[config.mk]
export PLATFORM = sky130hd
export DESIGN_NAME = uart_host_cmd_tx
export DESIGN_NICKNAME = d
export VERILOG_FILES = /design/src/rtl/uart_host_cmd_tx.sv
export SDC_FILE = /design/constraint.sdc
export NUM_CORES = 1
export LEC_CHECK = 0
export ABC_CLOCK_PERIOD_IN_PS = 6100
export BUFFER_PORTS_ARGS = -buffer_cell sky130_fd_sc_hd__buf_2
export CELL_PAD_IN_SITES_DETAIL_PLACEMENT = 0
export CELL_PAD_IN_SITES_GLOBAL_PLACEMENT = 1
export CORE_MARGIN = 1
export CORE_UTILIZATION = 52
export DETAILED_ROUTE_END_ITERATION = 16
export PLACE_DENSITY_LB_ADDON = 0.1
export SETUP_SLACK_MARGIN = 0.5
export SLEW_MARGIN = 40
export SYNTH_ARGS = -nofsm -noshare
export SYNTH_HDL_FRONTEND = slang
export SYNTH_SLANG_ARGS = --single-unit
[constraint.sdc]
create_clock -name UART_CLK -period 6.1 [get_ports UART_CLK]
set_input_delay 0.305 -clock UART_CLK [delete_from_list [all_inputs] [get_ports UART_CLK]]
set_output_delay 0.305 -clock UART_CLK [all_outputs]
set_load 0.03 [all_outputs]
[src/rtl/uart_host_cmd_tx.sv]
// uart_host_cmd_tx: host-side UART command transmitter with a small byte FIFO
//   Optional parity stage: define UART_HOST_PARITY_EN to include it.
//   UART_CLK    clock, all logic on its rising edge
//   RST         synchronous active-low reset (flushes FIFO, FSM to IDLE)
//   CMD_DATA    byte to enqueue
//   CMD_VALID   enqueue request
//   CMD_READY   queue can accept this cycle
//   PRESCALE    UART_CLK cycles per bit (values below 2 act as 2)
//   PAR_TYP     0 even, 1 odd parity (ignored without UART_HOST_PARITY_EN)
//   GAP_BITS    idle bit-times inserted after each stop bit
//   TX_OUT      registered serial line, idles high
//   BUSY        frame or trailing gap in progress
//   FRAME_DONE  one-cycle pulse on the last stop-bit cycle
//   FIFO_LEVEL  number of queued bytes
module uart_host_cmd_tx #(
   parameter int DATA_WIDTH     = 8,
   parameter int FIFO_DEPTH     = 4,
   parameter int PRESCALE_WIDTH = 6
) (
   input  logic                        UART_CLK,
   input  logic                        RST,
   input  logic [DATA_WIDTH-1:0]       CMD_DATA,
   input  logic                        CMD_VALID,
   output logic                        CMD_READY,
   input  logic [PRESCALE_WIDTH-1:0]   PRESCALE,
   input  logic                        PAR_TYP,
   input  logic [3:0]                  GAP_BITS,
   output logic                        TX_OUT,
   output logic                        BUSY,
   output logic                        FRAME_DONE,
   output logic [$clog2(FIFO_DEPTH):0] FIFO_LEVEL
);
   localparam int AW = $clog2(FIFO_DEPTH);
   localparam int BW = ($clog2(DATA_WIDTH) > 4) ? $clog2(DATA_WIDTH) : 4;
`ifdef UART_HOST_PARITY_EN
   typedef enum logic [2:0] {S_IDLE, S_START, S_DATA, S_PARITY, S_STOP, S_GAP} state_t;
`else
   typedef enum logic [2:0] {S_IDLE, S_START, S_DATA, S_STOP, S_GAP} state_t;
`endif
   state_t                    r_state;
   logic [DATA_WIDTH-1:0]     r_mem [FIFO_DEPTH];
   logic [AW-1:0]             r_wr, r_rd;
   logic [AW:0]               r_level;
   logic [DATA_WIDTH-1:0]     r_shift;
   logic [PRESCALE_WIDTH-1:0] r_p, r_cnt;
   logic [3:0]                r_gap;
   logic [BW-1:0]             r_bit;
   logic                      r_tx, r_busy, r_done;
   logic                      w_push, w_pop, w_last, w_line;
`ifdef UART_HOST_PARITY_EN
   logic                      r_par;
`else
   logic                      w_unused_par;
   assign w_unused_par = PAR_TYP;
`endif
   assign CMD_READY  = r_level != (AW+1)'(FIFO_DEPTH);
   assign w_push     = CMD_VALID & CMD_READY;
   assign w_pop      = (r_state == S_IDLE) && (r_level != '0);
   assign w_last     = r_cnt == r_p - PRESCALE_WIDTH'(1);
   assign TX_OUT     = r_tx;
   assign BUSY       = r_busy;
   assign FRAME_DONE = r_done;
   assign FIFO_LEVEL = r_level;
   always_comb begin
      w_line = 1'b1;
      if (r_state == S_START) w_line = 1'b0;
      else if (r_state == S_DATA) w_line = r_shift[0];
`ifdef UART_HOST_PARITY_EN
      else if (r_state == S_PARITY) w_line = r_par;
`endif
   end
   always_ff @(posedge UART_CLK) begin
      if (w_push) r_mem[r_wr] <= CMD_DATA;
   end
   always_ff @(posedge UART_CLK) begin
      if (!RST) begin
         r_wr    <= '0;
         r_rd    <= '0;
         r_level <= '0;
      end else begin
         if (w_push) r_wr <= r_wr + AW'(1);
         if (w_pop) r_rd <= r_rd + AW'(1);
         r_level <= r_level + (AW+1)'(w_push) - (AW+1)'(w_pop);
      end
   end
   // Outputs are registered from the current state, so the line trails the FSM by one cycle;
   // the IDLE pop cycle thus becomes the single idle-high cycle between back-to-back frames.
   always_ff @(posedge UART_CLK) begin
      if (!RST) begin
         r_state <= S_IDLE;
         r_cnt   <= '0;
         r_bit   <= '0;
         r_p     <= PRESCALE_WIDTH'(2);
         r_gap   <= '0;
         r_tx    <= 1'b1;
         r_busy  <= 1'b0;
         r_done  <= 1'b0;
      end else begin
         r_tx   <= w_line;
         r_busy <= r_state != S_IDLE;
         r_done <= (r_state == S_STOP) && w_last;
         r_cnt  <= (r_state == S_IDLE || w_last) ? '0 : r_cnt + PRESCALE_WIDTH'(1);
         case (r_state)
            S_IDLE: if (w_pop) begin
               r_shift <= r_mem[r_rd];
               r_p     <= (PRESCALE < PRESCALE_WIDTH'(2)) ? PRESCALE_WIDTH'(2) : PRESCALE;
               r_gap   <= GAP_BITS;
`ifdef UART_HOST_PARITY_EN
               r_par   <= ^r_mem[r_rd] ^ PAR_TYP;
`endif
               r_state <= S_START;
            end
            S_START: if (w_last) begin
               r_bit   <= '0;
               r_state <= S_DATA;
            end
            S_DATA: if (w_last) begin
               r_shift <= r_shift >> 1;
               r_bit   <= r_bit + BW'(1);
`ifdef UART_HOST_PARITY_EN
               if (r_bit == BW'(DATA_WIDTH - 1)) r_state <= S_PARITY;
`else
               if (r_bit == BW'(DATA_WIDTH - 1)) r_state <= S_STOP;
`endif
            end
`ifdef UART_HOST_PARITY_EN
            S_PARITY: if (w_last) r_state <= S_STOP;
`endif
            S_STOP: if (w_last) begin
               r_bit   <= '0;
               r_state <= (r_gap != 4'd0) ? S_GAP : S_IDLE;
            end
            S_GAP: if (w_last) begin
               r_bit <= r_bit + BW'(1);
               if (r_bit == BW'(r_gap - 4'd1)) r_state <= S_IDLE;
            end
            default: r_state <= S_IDLE;
         endcase
      end
   end
endmodule

# Word level (Yosys, flattened, before mapping)
# Memories as Yosys holds them, arrays and structs flattened. A register that Yosys moved wholly into a read port is not among the register bits.
# Index checks and enable logic that the tools add are counted.
[word_totals]
latchBits = 0
romBits = 0
memories = 1
reg_bits = 41
ram_bits = 32
input_bits = 22
output_inout_bits = 7
[memory_table]
columns = ["name", "words", "word_bits", "read_ports", "rd_ports_with_merged_regs", "write_ports", "line_no", "rtl"]
rows = [
  ["r_mem", 4, 8, 1, 1, 1, "41", "logic [DATA_WIDTH-1:0] r_mem [FIFO_DEPTH];"],
]
[op_classes]
shift = 0
order_cmp = 1
reduce_logical = 16
n_mul = 0
eq_ne = 17
addsub = 8
n_mux = 22
bitwise_logic = 2
div = 0
[ops]
columns = ["op", "n"]
rows = [
  ["$mux W3", 8],
  ["$mux W8", 2],
  ["$pmux W8 S2", 1],
  ["$pmux W3 S5", 1],
  ["$ne A2 B2 Y1 const B", 6],
  ["$mux W4", 2],
  ["$pmux W4 S2", 1],
  ["$reduce_and A7 Y1", 1],
  ["$add A6 B1 Y6 const B", 1],
  ["$eq A3 B2 Y1 const B", 2],
  ["$eq A6 B6 Y1", 1],
  ["$lt A6 B2 Y1 const B", 1],
  ["$mux W6", 1],
  ["$ne A2 B1 Y1 const B", 3],
  ["$reduce_bool A3 Y1", 2],
  ["$reduce_or A2 Y1", 3],
  ["$sub A6 B1 Y6 const B", 1],
  ["$add A2 B1 Y2 const B", 2],
  ["$add A4 B1 Y4 const B", 1],
  ["$eq A4 B3 Y1 const B", 1],
  ["$eq A4 B4 Y1", 1],
  ["$mux W1", 4],
  ["$mux W2", 2],
  ["$reduce_and A4 Y1", 1],
  ["15 further kinds", 17],
]

# Depth between registers and ports, before layout
[depth]
ltp_word = 5
depth_mapped = 11
mapped_depth_nobuf = 11

# Worst setup path after synthesis
# No wires, ideal clock.
[synth_path]
kind = "flip-flop to flip-flop"
from = "register r_level[1] (netlist: FIFO_LEVEL[1])"
to = "register r_level[2] (netlist: FIFO_LEVEL[2])"
stages_incl_launch_ff = 12
n_path_buf = 2
setup_slack_ns = 3.550
t_arrival_ns = 2.423
setup_ns = 0.128
cell_sequence = "dfxtp_1 nor3_1 clkbuf_1 nor2_2 buf_2 ha_1 inv_1 ha_1 fa_1 xnor2_1 xnor2_1 nor2_1"
[synth_via]
elab_cells_between_ends = 6
cone_classes = "2 x add/sub; 1 x eq/ne; 1 x bitwise; 2 x reduce/logical"
[synth_lines]
columns = ["item", "line_no", "rtl"]
rows = [
  ["from (decl)", "43", "logic [AW:0] r_level;"],
  ["from (signal assigned)", "83", "r_level <= r_level + (AW+1)'(w_push) - (AW+1)'(w_pop);"],
  ["$reduce_bool A3 Y1", "58", "assign w_pop = (r_state == S_IDLE) && (r_level != '0);"],
  ["$logic_and A1 B1 Y1", "58", ""],
  ["named net w_pop", "49", "logic w_push, w_pop, w_last, w_line;"],
  ["$sub A3 B1 Y3", "83", ""],
]
# The timed path passes the listed nets, and every way through them passes these cells.
# A chain may end at the register's enable or synchronous reset.

# Worst setup path in the final report
[layout_path]
from = "register r_state[0]"
to = "register r_level[2] (netlist: FIFO_LEVEL[2])"
[layout_via]
elab_chain_len = 3
[layout_lines]
columns = ["item", "line_no", "rtl"]
rows = [
  ["from (decl)", "40", "state_t r_state;"],
  ["from (signal assigned)", "131", "r_state <= (r_gap != 4'd0) ? S_GAP : S_IDLE;"],
  ["$logic_not A3 Y1", "58", ""],
  ["$logic_and A1 B1 Y1", "58", ""],
  ["$sub A3 B1 Y3", "83", ""],
]
# Every way passes these cells.

==> impl_metrics.py <==
metrics = {
    "placement": {
        "dpl_worst_slack_ns": 3.25,
        "place_congestion": 0.781,
        "numPortBuffers": 27,
        "hpwl_microns": 4110,
        "dp.cells": 370,
    },
    "pwr": {
        "vdd_drop_max_mv": 0.277,
        "pwr-share-clk": 0.236,
        "power_uw": 1590,
        "combPwrFrac": 0.314,
        "p_per_area_mw_per_mm2": 427,
        "switching_power_uw": 548,
        "p_int_uw": 1040,
        "power_leakage_uw": 0.00136,
        "seqPwrFrac": 0.450,
        "netSwitchingFraction": 0.344,
    },
    "yosys": {
        "synth-xor-area-share": 0.0570,
        "syn_area_sq_mm": 0.00338,
        "ys_ff_latch": 75,
        "synth_top_family_by_area": "simple AND/OR/NAND/NOR gates",
        "synthSimpleGateAreaFrac": 0.124,
        "synth.area.mux_share": 0.0795,
        "synthArstFlopShare": 0,
        "synth.distinct_cells": 49,
        "synthesis.instances": 277,
        "ys.flop_type": "edfxtp_1",
        "synth-seq-area-share": 0.562,
        "synth_compound_area_frac": 0.0817,
        "synth_warnings": 0,
        "synth_edf_count": 40,
        "synth_nets": 311,
        "synthAdderAreaFrac": 0.0466,
        "syn_area_per_cell_sq_um": 12.2,
    },
    "die": {
        "start_util": 0.536,
        "die_h_microns": 82.7,
        "core_area_sq_mm": 0.00631,
        "dieWidth_microns": 82.7,
        "design.die.area_sq_mm": 0.00683,
        "pin_count": 29,
        "rows": 29,
    },
    "clocking": {
        "cts_inserted_buffers": 9,
        "cts_max_path_buffers": 2,
        "clk_root_buffer_cell": "clkbuf_8",
        "hold_buffers": 0,
        "ctsResizeCount": 0,
        "clock-sinks": 75,
        "clk_pin_slew_ns": 0.08,
        "clk_latency_ns": 0.35,
        "post_cts_buffers": 0,
        "cts_tree": "built",
        "cts.htree.levels": 3,
    },
    "layout": {
        "area_growth_pct": 10.3,
        "antennaDiodeCount": 0,
        "utilization": 0.591,
        "fin_cells": 386,
        "nets": 338,
        "final_layout_size_suffix_gt1_frac": 0.210,
    },
    "setup_path": {
        "required_ns": 6.30,
        "r2r_cells": 9,
        "cp_max_fo": 14,
        "startpoint_type": "flip-flop",
        "crit_type": "reg -> reg",
        "cp_data_arrival_time_ns": 3.05,
        "cp-end-kind": "flip-flop",
    },
    "timing": {
        "skew_ns": 0.0120,
        "fmax_mhz": 351,
        "tightest_slew_ns": 0.797,
        "fin_ws_ns": 3.25,
        "finalHoldViolations": 0,
        "drv_slew": 0,
        "setup-violations-final": 0,
        "slew_headroom": 0.468,
        "min_period_ns": 2.85,
        "post-route-period-util": 0.467,
        "rsz0062_at_grt": "false",
        "setup_tns_ns": 0,
    },
    "drt": {
        "totalWireLength_microns": 5950,
        "drt-met1-wl_microns": 3050,
        "first_pass_iters": 4,
        "top_layer": "met4",
        "viasPerCell": 5.38,
        "vias": 2078,
        "avgRoutedWirePerCell_microns": 15.4,
        "dr_wl_met2_microns": 2590,
        "drt_iter0_markers": 103,
        "antenna_left": 0,
        "drc": 0,
        "wl_met3_microns": 193,
    },
    "grt": {
        "gr-total-overflow": 0,
        "grt_max_degree": 22,
        "grt_pass1_vias": 1952,
        "grt_first_pass_wirelength_microns": 9600,
        "grtUsageTotal": 0.200,
        "antenna_found_initial": 0,
    },
    "run": {
        "maxCapViolCount": 0,
    },
    "run_status": {
        "outcome": "complete, no violations",
    },
    "min_path": {
        "hold_path_class": "in -> reg",
        "hold_depth": 1,
    },
}
registers in the layout, indices dropped and copies added, names as in the netlist, 2 cells and up, named ones only:
signal,cells
r_mem,32
r_wr,2
r_rd,2
r_bit,4
r_state,3
r_p,6
r_gap,4
r_cnt,6
FIFO_LEVEL,3
r_shift,8
cell families (layout without fill, tap and decap cells):
| logic type | count (synthesis) | after routing |
|---|---|---|
| XOR/XNOR | 22 | 22 |
| adder cells (fa/ha/maj) | 12 | 12 |
| flip-flops | 75 | 75 |
| AND/OR/NAND/NOR | 79 | 79 |
| buffers and inverters | 31 | 63 |
| multiplexers | 16 | 16 |
| AO/OA/AOI/OAI | 42 | 42 |
through the flow:
stage	hold WS (ns)	cell area, sq um
4_1_cts	0.161	3730
6_report	0.170	3730
5_1_grt	0.159	3730
3_3_place_gp	0.481	3530
3_5_place_dp	0.492	3540
2_1_floorplan	0.385	3380
power by group through the flow:
stage | combinational, uW | clock, uW | sequential, uW
floorplan | 419 | 0 | 707
global placement | 495 | 0 | 726
detailed placement | 506 | 0 | 729
CTS | 506 | 384 | 717
global route | 562 | 405 | 734
finish | 500 | 376 | 716
synth_stat cells, types with 2 or more instances:
master	n	area, sq um
edfxtp_1	40	1200
dfxtp_1	35	701
inv_1	19	71.3
nor2_1	16	60.1
xnor2_1	16	140
nand2_1	14	52.6
a21oi_1	12	60.1
o21ai_0	12	60.1
ha_1	11	138
nor3_1	11	55.1
mux4_2	8	180
mux2_2	7	78.8
nand3_1	7	35.0
and3_1	6	37.5
xor2_1	6	52.6
a31oi_1	4	25.0
and2_1	4	25.0
clkbuf_1	4	15.0
nor4_1	4	25.0
buf_6	3	33.8
nor2b_1	3	18.8
buf_2	2	10.0
clkbuf_8	2	27.5
nand4_1	2	12.5
o211ai_2	2	25.0
o21a_1	2	15.0
o21ai_1	2	10.0
o22ai_1	2	12.5
worst max-delay path: stages, from the launching register on:
cell,delay (ns)
dfxtp_1,0.46
or3_4,0.52
nor2_2,0.52
ha_1,0.21
inv_1,0.04
ha_1,0.18
fa_1,0.39
xnor2_1,0.21
xnor2_1,0.14
nor2_1,0.05
cell usage in the layout, fill, tap and decap left out, drive strengths merged, types with 7 or more instances in the layout:
master,Yosys,final
edfxtp,40,40
dfxtp,35,35
buf,6,28
inv,19,20
nor2,17,17
xnor2,16,16
nand2,14,14
o21ai,14,14
a21oi,12,12
nor3,12,12
ha,11,11
clkbuf,6,11
mux4,8,8
mux2,7,7
nand3,7,7
metal layers:
layer,GRT usage,vias to the layer above
li1,-,1058
met1,0.280,972
met2,0.298,37
met3,0.0374,11
met4,0.0931,0
met5,0,-
final timing paths:
kind	from	end	slack, ns
setup / recovery	r_state[0]$_SDFFE_PN0P_	FIFO_LEVEL[2]$_SDFF_PN0_	3.25
hold reg to reg	r_p[5]$_SDFFE_PN0P_	r_p[5]$_SDFFE_PN0P_	0.50
setup reg to reg	r_state[0]$_SDFFE_PN0P_	FIFO_LEVEL[2]$_SDFF_PN0_	3.25
hold / removal	CMD_DATA[6]	r_mem[2][6]$_DFFE_PP_	0.17
layout make-up:
type / instances / area, sq um
fillers: 565 / 2580
clock buffers: 11 / 131
multi-input cells: 171 / 1330
flip-flops and latches: 75 / 1900
repair buffers: 28 / 143
inverters: 19 / 71.3
clock inverters: 5 / 63.8
well taps: 77 / 96.3
(Power assumes the default switching activity.)
